## src/rtl/msk_aes_inv_mc_stream.sv

```systemverilog
// Masked AES InvMixColumns streaming block.
// Each of the d Boolean shares of a 32-bit column is transformed on its own
// (InvMixColumns is linear over GF(2), so the XOR of the output shares is
// InvMixColumns of the unmasked column). No randomness is consumed.
// Elastic valid/ready pipeline with a 2-bit column index that marks the last
// column of each AES state on out_last.
// Build option: define MSK_INV_MC_TWO_STAGE_EN for a two-register pipeline
// (pre-multiply by circulant 05,00,04,00, then forward MixColumns); the
// default build uses a single register after the full InvMixColumns.
module msk_aes_inv_mc_stream #(
    parameter int d = 2
) (
    input  logic            clk,
    input  logic            rst_n,
    input  logic            in_valid,
    output logic            in_ready,
    input  logic [32*d-1:0] in_col,
    output logic            out_valid,
    input  logic            out_ready,
    output logic [32*d-1:0] out_col,
    output logic            out_last
);

    // GF(2^8) multiply by 2, reduction polynomial 0x11b
    function automatic logic [7:0] xtime(input logic [7:0] a);
        return {a[6:0], 1'b0} ^ (a[7] ? 8'h1b : 8'h00);
    endfunction

    // Extract one share of a masked column; row k lands in [8k +: 8]
    function automatic logic [31:0] get_share(input logic [32*d-1:0] c, input int s);
        logic [31:0] w;
        w = '0;
        for (int k = 0; k < 4; k++) begin
            for (int j = 0; j < 8; j++) begin
                w[8*k+j] = c[8*d*k + d*j + s];
            end
        end
        return w;
    endfunction

    // Insert one share word back into the interleaved column layout
    function automatic logic [32*d-1:0] put_share(input logic [32*d-1:0] c, input int s,
                                                  input logic [31:0] w);
        logic [32*d-1:0] r;
        r = c;
        for (int k = 0; k < 4; k++) begin
            for (int j = 0; j < 8; j++) begin
                r[8*d*k + d*j + s] = w[8*k+j];
            end
        end
        return r;
    endfunction

`ifdef MSK_INV_MC_TWO_STAGE_EN

    // Circulant (05,00,04,00): u_r = 05*a_r ^ 04*a_{r+2}
    function automatic logic [31:0] premul_word(input logic [31:0] w);
        logic [31:0] r;
        logic [7:0]  a0;
        logic [7:0]  a2;
        logic [7:0]  a2x4;
        r = '0;
        for (int k = 0; k < 4; k++) begin
            a0   = w[8*k +: 8];
            a2   = w[8*((k+2)%4) +: 8];
            a2x4 = xtime(xtime(a2));
            r[8*k +: 8] = xtime(xtime(a0)) ^ a0 ^ a2x4;
        end
        return r;
    endfunction

    // Forward MixColumns: v_r = 02*a_r ^ 03*a_{r+1} ^ a_{r+2} ^ a_{r+3}
    function automatic logic [31:0] mc_word(input logic [31:0] w);
        logic [31:0] r;
        logic [7:0]  a0;
        logic [7:0]  a1;
        logic [7:0]  a2;
        logic [7:0]  a3;
        r = '0;
        for (int k = 0; k < 4; k++) begin
            a0 = w[8*k +: 8];
            a1 = w[8*((k+1)%4) +: 8];
            a2 = w[8*((k+2)%4) +: 8];
            a3 = w[8*((k+3)%4) +: 8];
            r[8*k +: 8] = xtime(a0) ^ xtime(a1) ^ a1 ^ a2 ^ a3;
        end
        return r;
    endfunction

    function automatic logic [32*d-1:0] premul_col(input logic [32*d-1:0] c);
        logic [32*d-1:0] r;
        r = '0;
        for (int s = 0; s < d; s++) begin
            r = put_share(r, s, premul_word(get_share(c, s)));
        end
        return r;
    endfunction

    function automatic logic [32*d-1:0] mc_col(input logic [32*d-1:0] c);
        logic [32*d-1:0] r;
        r = '0;
        for (int s = 0; s < d; s++) begin
            r = put_share(r, s, mc_word(get_share(c, s)));
        end
        return r;
    endfunction

`else

    // InvMixColumns: o_r = 0e*a_r ^ 0b*a_{r+1} ^ 0d*a_{r+2} ^ 09*a_{r+3}
    function automatic logic [31:0] inv_mc_word(input logic [31:0] w);
        logic [31:0] r;
        logic [7:0]  a [4];
        logic [7:0]  x2 [4];
        logic [7:0]  x4 [4];
        logic [7:0]  x8 [4];
        r = '0;
        for (int k = 0; k < 4; k++) begin
            a[k]  = w[8*k +: 8];
            x2[k] = xtime(a[k]);
            x4[k] = xtime(x2[k]);
            x8[k] = xtime(x4[k]);
        end
        for (int k = 0; k < 4; k++) begin
            r[8*k +: 8] = (x8[k] ^ x4[k] ^ x2[k])
                        ^ (x8[(k+1)%4] ^ x2[(k+1)%4] ^ a[(k+1)%4])
                        ^ (x8[(k+2)%4] ^ x4[(k+2)%4] ^ a[(k+2)%4])
                        ^ (x8[(k+3)%4] ^ a[(k+3)%4]);
        end
        return r;
    endfunction

    function automatic logic [32*d-1:0] inv_mc_col(input logic [32*d-1:0] c);
        logic [32*d-1:0] r;
        r = '0;
        for (int s = 0; s < d; s++) begin
            r = put_share(r, s, inv_mc_word(get_share(c, s)));
        end
        return r;
    endfunction

`endif

    logic       in_xfer;
    logic [1:0] col_cnt_q;
    logic [1:0] col_cnt_d;

    assign in_xfer = in_valid && in_ready;

    // Column index advances on every accepted column and wraps 3 -> 0
    always_comb begin
        col_cnt_d = col_cnt_q + {1'b0, in_xfer};
    end

    // Column index register
    always_ff @(posedge clk or negedge rst_n) begin
        if (!rst_n) begin
            col_cnt_q <= 2'd0;
        end else begin
            col_cnt_q <= col_cnt_d;
        end
    end

`ifdef MSK_INV_MC_TWO_STAGE_EN

    logic            vld_p0_q;
    logic            vld_p0_d;
    logic            last_p0_q;
    logic            last_p0_d;
    logic [32*d-1:0] data_p0_q;
    logic [32*d-1:0] data_p0_d;
    logic            vld_p1_q;
    logic            vld_p1_d;
    logic            last_p1_q;
    logic            last_p1_d;
    logic [32*d-1:0] data_p1_q;
    logic [32*d-1:0] data_p1_d;
    logic            rdy_p1;
    logic            xfer_p0;

    assign rdy_p1   = !vld_p1_q || out_ready;
    assign in_ready = !vld_p0_q || rdy_p1;
    assign xfer_p0  = vld_p0_q && rdy_p1;

    // Next-state of both stages: a stage refills whenever its slot frees up
    always_comb begin
        vld_p0_d  = vld_p0_q;
        last_p0_d = last_p0_q;
        data_p0_d = data_p0_q;
        vld_p1_d  = vld_p1_q;
        last_p1_d = last_p1_q;
        data_p1_d = data_p1_q;
        if (in_ready) begin
            vld_p0_d = in_valid;
        end
        if (in_xfer) begin
            last_p0_d = (col_cnt_q == 2'd3);
            data_p0_d = premul_col(in_col);
        end
        if (rdy_p1) begin
            vld_p1_d = vld_p0_q;
        end
        if (xfer_p0) begin
            last_p1_d = last_p0_q;
            data_p1_d = mc_col(data_p0_q);
        end
    end

    // Stage valid/last flags, cleared by reset
    always_ff @(posedge clk or negedge rst_n) begin
        if (!rst_n) begin
            vld_p0_q  <= 1'b0;
            last_p0_q <= 1'b0;
            vld_p1_q  <= 1'b0;
            last_p1_q <= 1'b0;
        end else begin
            vld_p0_q  <= vld_p0_d;
            last_p0_q <= last_p0_d;
            vld_p1_q  <= vld_p1_d;
            last_p1_q <= last_p1_d;
        end
    end

    // Stage data registers, written only on a load
    always_ff @(posedge clk) begin
        data_p0_q <= data_p0_d;
        data_p1_q <= data_p1_d;
    end

    assign out_valid = vld_p1_q;
    assign out_last  = vld_p1_q && last_p1_q;
    assign out_col   = vld_p1_q ? data_p1_q : '0;

`else

    logic            vld_p0_q;
    logic            vld_p0_d;
    logic            last_p0_q;
    logic            last_p0_d;
    logic [32*d-1:0] data_p0_q;
    logic [32*d-1:0] data_p0_d;

    assign in_ready = !vld_p0_q || out_ready;

    // Next-state of the single stage: full InvMixColumns before the register
    always_comb begin
        vld_p0_d  = vld_p0_q;
        last_p0_d = last_p0_q;
        data_p0_d = data_p0_q;
        if (in_ready) begin
            vld_p0_d = in_valid;
        end
        if (in_xfer) begin
            last_p0_d = (col_cnt_q == 2'd3);
            data_p0_d = inv_mc_col(in_col);
        end
    end

    // Stage valid/last flags, cleared by reset
    always_ff @(posedge clk or negedge rst_n) begin
        if (!rst_n) begin
            vld_p0_q  <= 1'b0;
            last_p0_q <= 1'b0;
        end else begin
            vld_p0_q  <= vld_p0_d;
            last_p0_q <= last_p0_d;
        end
    end

    // Stage data register, written only on a load
    always_ff @(posedge clk) begin
        data_p0_q <= data_p0_d;
    end

    assign out_valid = vld_p0_q;
    assign out_last  = vld_p0_q && last_p0_q;
    assign out_col   = vld_p0_q ? data_p0_q : '0;

`endif

endmodule

```

## config.mk

```make
export PLATFORM = sky130hd
export DESIGN_NAME = msk_aes_inv_mc_stream
export DESIGN_NICKNAME = d
export VERILOG_FILES = /design/src/rtl/msk_aes_inv_mc_stream.sv
export SDC_FILE = /design/constraint.sdc
export NUM_CORES = 1
export LEC_CHECK = 0
export ABC_AREA = 1
export CORE_ASPECT_RATIO = 0.9
export CORE_MARGIN = 2
export CORE_UTILIZATION = 50
export CTS_BUF_LIST = sky130_fd_sc_hd__clkbuf_8
export CTS_CLUSTER_DIAMETER = 200
export CTS_CLUSTER_SIZE = 40
export DETAILED_ROUTE_END_ITERATION = 12
export GPL_TIMING_DRIVEN = 1
export PLACE_DENSITY = 0.76
export SLEW_MARGIN = 20
export SYNTH_ARGS = -nofsm -noshare
export SYNTH_HDL_FRONTEND = slang
export SYNTH_SLANG_ARGS = --single-unit
```

## constraint.sdc

```tcl
create_clock -name clk -period 5 [get_ports clk]
set_input_delay 1 -clock clk [delete_from_list [all_inputs] [get_ports clk]]
set_output_delay 1 -clock clk [all_outputs]
set_load 0.1 [all_outputs]
```

==> impl_metrics.json, run 1 <==
{
  "status": "complete, no violations",
  "synth_nets": 1712,
  "ir_worst_vdd_mv": 0.249,
  "via_per_inst": 5.12,
  "first_pass_iters": 6,
  "clk_pin_slew_worst_paths_ps": 70,
  "min_period_ps": 4050,
  "die_h_um": 141,
  "post-route-util_pct": 58.2,
  "hold_depth": 1,
  "drive_above_1_share_pct": 8.69,
  "cp-start-kind": "flip-flop",
  "routedWlPerCell_um": 16.0,
  "cts_tree": "done",
  "dieArea_sq_um": 22100,
  "cts_hold_buf": 0,
  "die_x_um": 156,
  "cts_max_level": 3,
  "skew_ps": 19.5,
  "ys_seq_area_share_pct": 19.4,
  "drc": 0,
  "cpLargestDelayFamily": "buffers and inverters",
  "synth.most_common_cell": "nand2_1",
  "cts-buffers-inserted": 9,
  "drt_wl_total_mm": 32.1,
  "max_freq_mhz": 247,
  "post-synth-top-area-cell": "nand2_1",
  "numClockSinks": 68,
  "finalNonFillerCells": 2009,
  "synthTopCellsByCount": "743 x nand2_1, 187 x inv_1, 164 x xor2_1",
  "max_stage_delay_ps": 1120,
  "clkLatencyLatePin_ps": 380,
  "dp_cells": 1993,
  "synth-async-reset-ratio_pct": 5.88,
  "worstPathMaxFanout": 49,
  "intPower_w": 0.00178,
  "slowest_stage": "clkdlybuf4s50_1",
  "worst_pin_slew_ps": 1000,
  "power_frac_seq_pct": 22.7,
  "cp.buffers_inverters": 3,
  "start_util_pct": 50.6,
  "routed-via-count": 10300,
  "grt_pass1_vias": 9149,
  "yosysTopAreaCellShare_pct": 26.7,
  "setup_viol": 0,
  "num_antenna_cells": 0,
  "p_switching_w": 0.00196,
  "ios": 135,
  "rsz0062_at_grt": "no",
  "fin_nets": 1813,
  "cp.arrival_ps": 3050,
  "cap_violations": 0,
  "syn-cell-area_sq_um": 10400,
  "syn-mean-instance-area_sq_um": 6.35,
  "coreArea_sq_um": 20600,
  "fin_crit_sh_pct": 81.1,
  "nFillCells": 1997,
  "hpwl_mm": 26.0,
  "grt_overflow": 0,
  "cp_cell_sequence": "buf_4, nand2_1, inv_1, clkdlybuf4s50_1",
  "switching_share_pct": 52.4,
  "cts_root_buf": "clkbuf_8",
  "crit_cells": 4,
  "slew_viol_final": 0,
  "synth_edf_count": 64,
  "cp.required_ps": 4000,
  "synth_area_leaders": "nand2_1 27%, edfxtp_1 18%, xor2_1 14%",
  "syn2layout_area_growth_pct": 15.0,
  "placementRows": 50,
  "r2r_cells": 4,
  "fin_setup_tns_ps": 0,
  "critPathCaptureType": "output port",
  "grt_max_degree": 68,
  "yosysUniqueCellTypes": 34,
  "maxSlewHeadroom_pct": 33.1,
  "pwr-share-clk_pct": 14.3,
  "antenna_found_initial": 0,
  "yosys_most_used_dff": "edfxtp_1",
  "ant_nets": 0,
  "gp_congestion": 1.03,
  "criticalPathCategory": "reg -> out",
  "track_usage_pct": 29.0,
  "io_buffers": 134,
  "p_comb_share_pct": 63.0,
  "synth_warnings": 0,
  "synthCells": 1643,
  "hp-class": "reg -> reg",
  "drt-initial-drc-count": 1010,
  "cts_setup_buffers": 0,
  "post_cts_resized": 0,
  "p_leak_nw": 6.55,
  "grt_pass1_wl_mm": 48.7,
  "hold_violations": 0,
  "r2r_setup_slack_ps": 2750,
  "pwr_density_cell_nw_per_um2": 312,
  "ys_ff_latch": 68,
  "multiInputGateArea_sq_um": 7220,
  "clockBufferDepth": 2,
  "seq_area_sq_um": 2020
}
[power groups by stage]
stage | sequential [W] | combinational [W] | clock (W)
floorplan | 0.000841 | 0.00180 | 0
global placement | 0.000861 | 0.00229 | 0
detailed placement | 0.000858 | 0.00233 | 0
CTS | 0.000848 | 0.00234 | 0.000539
global route | 0.000860 | 0.00254 | 0.000555
finish | 0.000848 | 0.00236 | 0.000535
[metal layers]
layer	track usage, %	part of all wire [%]	vias up
li1	-	-	5153
met1	42.7	45	4565
met2	41.2	40	525
met3	7.56	13	48
met4	8.93	2.1	0
met5	0	0	-
[final cells by class]
type	count	share of cell area, %
inverter	217	7.10
timing repair buffer	138	11.4
clock inverter	7	0.771
sequential	68	16.8
clock buffer	9	1.03
multi-input combinational	1310	60.1
tap	260	2.71
[logic make-up after synthesis]
group                    count (synthesis)  share of synthesized area, %
AND/OR/NAND/NOR                       1017                          41.8
XOR/XNOR                               283                          26.7
buffers and inverters                  265                          11.6
flip-flops                              68                          19.4
AO/OA/AOI/OAI                            9                         0.479
adder cells (fa/ha/maj)                  1                         0.120
[path summary, 6_finish.rpt]
| path | from | endpoint |
|---|---|---|
| max | out_valid$_DFFE_PN0N_ | out_col[16] |
| min reg2reg | col_cnt_q[1]$_DFF_PN0_ | col_cnt_q[1]$_DFF_PN0_ |
| min | col_cnt_q[1]$_DFF_PN0_ | col_cnt_q[1]$_DFF_PN0_ |
| max reg2reg | out_valid$_DFFE_PN0N_ | col_cnt_q[1]$_DFF_PN0_ |
| max in group asynchronous | rst_n | out_valid$_DFFE_PN0N_ |
| min in group asynchronous | rst_n | last_p0_q$_DFFE_PN0P_ |
[cells in the final DEF (no fill, tap or decap), drive strengths merged]
cell type	instances
nand3	158
clkinvlp	2
bufinv	2
nand4	6
a21oi	1
inv	219
nor2	21
nand2	812
xnor2	101
o21ai	6
ha	1
edfxtp	64
clkbuf	9
a21o	2
or2	7
xor2	182
dfrtp	4
clkinv	1
clkdlybuf4s50	133
buf	5
nand3b	13
[flip-flops by register name, indices dropped and copies added (netlist names)]
signal	flops
col_cnt_q	2
data_p0_q	64
last_p0_q	1
out_valid	1
[per-stage QoR]
stage                     total power [W]  hold slack, ps  worst slack [ps]  area [sq um]
after floorplan                   0.00264             439              1420         10400
after global placement            0.00315             454              1400         11800
after detailed placement          0.00319             478              1340         11800
after CTS                         0.00372             492               935         12000
after global routing              0.00396             497               798         12000
final                             0.00374             486               947         12000
(Power assumes the default switching activity.)
==> run 2: changes to the inputs <==
- PLACE_DENSITY: 0.76 -> 0.79
- clock period: 5 -> 3.7 ns (I/O delays scaled with it)
==> run 2 against run 1 <==
Worst setup slack got worse by 81 ps. Clock skew rose by 22 ps. Sequential cell count unchanged. Sequential share of layout area barely moved. Critical path type is now in -> reg.
==> impl_metrics.json, run 2 (synthesis results as in run 1) <==
{
  "ir_worst_vdd_mv": 0.342,
  "routedWlPerCell_um": 16.7,
  "fin_nets": 1828,
  "dieArea_sq_um": 22100,
  "antenna_found_initial": 0,
  "regToRegEndpoint": "col_cnt_q[1]$_DFF_PN0_",
  "io_buffers": 134,
  "numClockSinks": 68,
  "reg2reg_from": "out_valid$_DFFE_PN0N_",
  "grt_pass1_wl_mm": 51.2,
  "hold_violations": 0,
  "slowest_stage": "clkdlybuf4s50_1",
  "post-route-util_pct": 58.0,
  "final_cell_mix": "743 x nand2_1, 188 x inv_1, 164 x xor2_1, 156 x nand3_1, 90 x xnor2_1",
  "layout_commonest_cell": "nand2_1",
  "cp.arrival_ps": 2970,
  "status": "complete, no violations",
  "die_h_um": 141,
  "skew_ps": 41.5,
  "max_freq_mhz": 353,
  "drive_above_1_share_pct": 13.2,
  "rsz0062_at_grt": "no",
  "cts_hold_buf": 0,
  "hp-class": "reg -> reg",
  "top_register": "data_p0_q",
  "ant_nets": 0,
  "grt_max_degree": 68,
  "cp.required_ps": 3840,
  "fin_setup_tns_ps": 0,
  "start_util_pct": 50.6,
  "min_period_ps": 2830,
  "grt_overflow": 0,
  "drt_wl_total_mm": 33.7,
  "drc": 0,
  "critPathCaptureType": "flip-flop",
  "reg_top3": "data_p0_q x64, col_cnt_q x2",
  "setup_viol": 0,
  "p_leak_nw": 6.72,
  "via_per_inst": 5.20,
  "max_stage_delay_ps": 930,
  "r2r_cells": 5,
  "largest_reg_flops": 64,
  "syn2layout_area_growth_pct": 14.8,
  "cp-start-kind": "input port",
  "slew_viol_final": 0,
  "cp-endpoint": "data_p0_q[11]$_DFFE_PP_",
  "cts_max_level": 3,
  "routed-via-count": 10500,
  "hpwl_mm": 27.6,
  "drt-initial-drc-count": 1141,
  "cts_setup_buffers": 0,
  "die_x_um": 156,
  "cpLargestDelayFamily": "buffers and inverters",
  "ios": 135,
  "critPathLaunch": "in_col[31]",
  "cpMostUsedCell": "nand2_1",
  "post_cts_resized": 0,
  "crit_cells": 10,
  "first_pass_iters": 6,
  "gp_congestion": 1.02,
  "pwr_density_cell_nw_per_um2": 425,
  "coreArea_sq_um": 20600,
  "cap_violations": 0,
  "track_usage_pct": 30.6,
  "r2r_setup_slack_ps": 1830,
  "grt_pass1_vias": 9266,
  "cts_root_buf": "clkbuf_8",
  "cts-buffers-inserted": 9,
  "cp.buffers_inverters": 2,
  "clk_pin_slew_worst_paths_ps": 80,
  "worst_pin_slew_ps": 715,
  "placementRows": 50,
  "num_antenna_cells": 0,
  "clkLatencyLatePin_ps": 410,
  "clockBufferDepth": 2,
  "worstPathMaxFanout": 8,
  "cts_tree": "done",
  "cp_cell_sequence": "clkdlybuf4s50_1, buf_4, xor2_4, nand2_1, nand2_1, nand3_1, nand3_1, nand2_1, nand2_1, nand2_1",
  "criticalPathCategory": "in -> reg",
  "fin_crit_sh_pct": 76.6,
  "maxSlewHeadroom_pct": 52.2
}
run 2: cell types whose count changed in the layout (fill, tap and decap cells not counted), sizes merged:
cell | before | now
buf | 5 | 86
clkdlybuf4s50 | 133 | 67
run 2: worst min path at each step:
stage,from,to,slack [ps],cells after the start
after floorplan,rst_n,col_cnt_q[0]$_DFF_PN0_,440,0
after global placement,col_cnt_q[1]$_DFF_PN0_,col_cnt_q[1]$_DFF_PN0_,450,1
after detailed placement,col_cnt_q[1]$_DFF_PN0_,col_cnt_q[1]$_DFF_PN0_,470,1
after CTS,col_cnt_q[1]$_DFF_PN0_,col_cnt_q[1]$_DFF_PN0_,480,1
after global routing,col_cnt_q[1]$_DFF_PN0_,col_cnt_q[1]$_DFF_PN0_,510,1
final,col_cnt_q[1]$_DFF_PN0_,col_cnt_q[1]$_DFF_PN0_,480,1
run 2: cell type report:
type                       count  area (sq um)
inverter                     217           852
sequential                    68          2020
fill                        2042          8660
timing repair buffer         153          1340
multi-input combinational   1310          7220
tap                          260           325
clock buffer                   9           124
clock inverter                 7          92.6
run 2: power breakdown:
group	leakage (nW)	total, W	internal, W	switching, W
Combinational	5.95	0.00321	0.000924	0.00228
Sequential	0.658	0.00114	0.00108	0.0000549
Clock	0.107	0.000746	0.000379	0.000367
Total	6.72	0.00509	0.00238	0.00270
run 2: stage by stage:
| stage | total power, W | std cells | area, sq um | hold slack [ps] | worst slack (ps) |
|---|---|---|---|---|---|
| after floorplan | 0.00357 | 1643 | 10400 | 439 | 337 |
| after CTS | 0.00507 | 2024 | 12000 | 481 | 973 |
| after global placement | 0.00426 | 2008 | 11800 | 454 | 623 |
| final | 0.00509 | 2024 | 12000 | 480 | 866 |
| after global routing | 0.00539 | 2024 | 12000 | 513 | 804 |
| after detailed placement | 0.00431 | 2008 | 11800 | 466 | 588 |
run 2: routing by layer:
layer | GRT usage (%) | vias to the layer above | routed length [um]
met5 | 0 | - | 0
met4 | 6.42 | 0 | 580
met3 | 6.82 | 41 | 3570
met2 | 43.7 | 504 | 13700
met1 | 46.8 | 4783 | 15900
li1 | - | 5197 | -
==> run 3: changes to the inputs <==
- clock period: 3.7 -> 2.5 ns (I/O delays scaled with it)
==> run 3 against run 2 <==
Cell count increased by 5.9%. Via count increased by 7.0%. Worst setup slack got worse by 710 ps. Sequential power increased by 48%. Clock power increased by 30%. Critical path type unchanged. First-iteration DRC count increased by 16%. Sequential share of layout area decreased by 2.2 points. Largest cell class unchanged. Combinational power increased by 71%. Worst hold slack got worse by 150 ps. Global-route usage increased by 0.95 points. Design area increased by 15%. Clock skew decreased by 16 ps.
==> impl_metrics.json, run 3 (synthesis results as in run 1) <==
{
  "ios": 135,
  "min_period_ps": 2340,
  "numClockSinks": 68,
  "reg_top3": "data_p0_q x64, col_cnt_q x2",
  "max_freq_mhz": 427,
  "drc": 0,
  "power_w": 0.00815,
  "rsz0062_at_grt": "no",
  "ant_nets": 0,
  "grt_pass1_wl_mm": 53.8,
  "p_leak_nw": 7.59,
  "routed-via-count": 11300,
  "clockBufferDepth": 2,
  "seq_area_sq_um": 2020,
  "cts_max_level": 3,
  "nFillCells": 1800,
  "worstPathMaxFanout": 7,
  "slew_viol_final": 0,
  "top_register": "data_p0_q",
  "hpwl_mm": 29.1,
  "hp-class": "in -> async",
  "cts_hold_buf": 0,
  "ir_worst_vdd_mv": 0.495,
  "multiInputGateArea_sq_um": 7220,
  "pwr_density_cell_nw_per_um2": 590,
  "antenna_found_initial": 1,
  "io_buffers": 134,
  "grt_overflow": 0,
  "die_h_um": 141,
  "clk_pin_slew_worst_paths_ps": 80,
  "fin_setup_tns_ps": 0,
  "finalNonFillerCells": 2144,
  "gp_congestion": 1.10,
  "coreArea_sq_um": 20600,
  "status": "complete, no violations",
  "cap_violations": 0,
  "cts_root_buf": "clkbuf_8",
  "placementRows": 50,
  "layout_commonest_cell": "nand2_1",
  "worst_pin_slew_ps": 481,
  "drt_wl_total_mm": 34.5,
  "post_cts_resized": 0,
  "clkLatencyLatePin_ps": 380,
  "dp_cells": 2128,
  "critPathCaptureType": "flip-flop",
  "grt_pass1_vias": 10300,
  "routedWlPerCell_um": 16.1,
  "cp.arrival_ps": 2450,
  "reg2reg_from": "out_valid$_DFFE_PN0N_",
  "r2r_setup_slack_ps": 1000,
  "largest_reg_flops": 64,
  "maxSlewHeadroom_pct": 67.8,
  "drive_above_1_share_pct": 18.7,
  "syn2layout_area_growth_pct": 32.2,
  "dieArea_sq_um": 22100,
  "cts_tree": "done",
  "fin_crit_sh_pct": 93.6,
  "setup_viol": 0,
  "regToRegEndpoint": "data_p0_q[53]$_DFFE_PP_",
  "r2r_cells": 2,
  "drt-initial-drc-count": 1324,
  "criticalPathCategory": "in -> reg",
  "first_pass_iters": 6,
  "skew_ps": 25.4,
  "cp-start-kind": "input port",
  "track_usage_pct": 31.5,
  "start_util_pct": 50.6,
  "via_per_inst": 5.26,
  "fin_nets": 1948,
  "post-route-util_pct": 66.9,
  "final_cell_mix": "743 x nand2_1, 187 x inv_1, 164 x xor2_1, 156 x nand3_1, 128 x buf_4",
  "grt_max_degree": 25,
  "hold_violations": 0,
  "die_x_um": 156,
  "cts-buffers-inserted": 9,
  "num_antenna_cells": 0,
  "cts_setup_buffers": 0,
  "cp.required_ps": 2610
}
==> run 3: critical path, cell delays in order <==
cell and delay [ps]:
clkdlybuf4s50_1 580, inv_4 180, nand2_1 60, nand2_1 190, nand2_1 170, nand2_2 140
nand2_1 90, nand2_2 110, nand2_1 90, nand3b_1 130, nand2_1 60, nand2_1 60
nand2_1 90
==> run 3: cell type report <==
cell class,instances,share of cell area (%)
Clock buffer,9,0.897
Clock inverter,7,0.471
Inverter,217,6.17
Multi-Input combinational cell,1310,52.3
Sequential cell,68,14.7
Tap cell,260,2.36
Timing Repair Buffer,273,23.1
==> run 3: power breakdown <==
part	total, W	internal, W	switching [W]
Clock	0.000972	0.000459	0.000514
Sequential	0.00169	0.00160	0.0000926
Combinational	0.00548	0.00198	0.00350
==> run 3: worst max-delay path by stage <==
stage                                startpoint                 endpoint  slack (ps)  cells after the start
after floorplan           out_valid$_DFFE_PN0N_              out_col[10]          20                      4
after CTS                            in_col[27]  data_p0_q[55]$_DFFE_PP_         230                     13
after global routing                 in_col[27]  data_p0_q[55]$_DFFE_PP_          90                     13
after detailed placement             in_col[27]  data_p0_q[55]$_DFFE_PP_        -170                     13
after global placement               in_col[27]  data_p0_q[55]$_DFFE_PP_        -140                     13
final                                in_col[27]  data_p0_q[55]$_DFFE_PP_         160                     13
==> run 3: per-stage QoR <==
step           instance area [sq um]  worst slack (ps)  hold WS (ps)
2_1_floorplan                  10500              21.5           204
6_report                       13800               159           334
3_5_place_dp                   13600              -170           455
5_1_grt                        13800              89.0           326
4_1_cts                        13800               229           328
3_3_place_gp                   13600              -137           452
==> run 3: routing by layer <==
layer | up-vias | track usage (%) | share of wire, %
met5 | - | 0 | 0
met4 | 0 | 8.45 | 2.2
met3 | 68 | 6.67 | 13
met2 | 694 | 46.5 | 41
met1 | 5065 | 46.5 | 44
li1 | 5440 | - | -
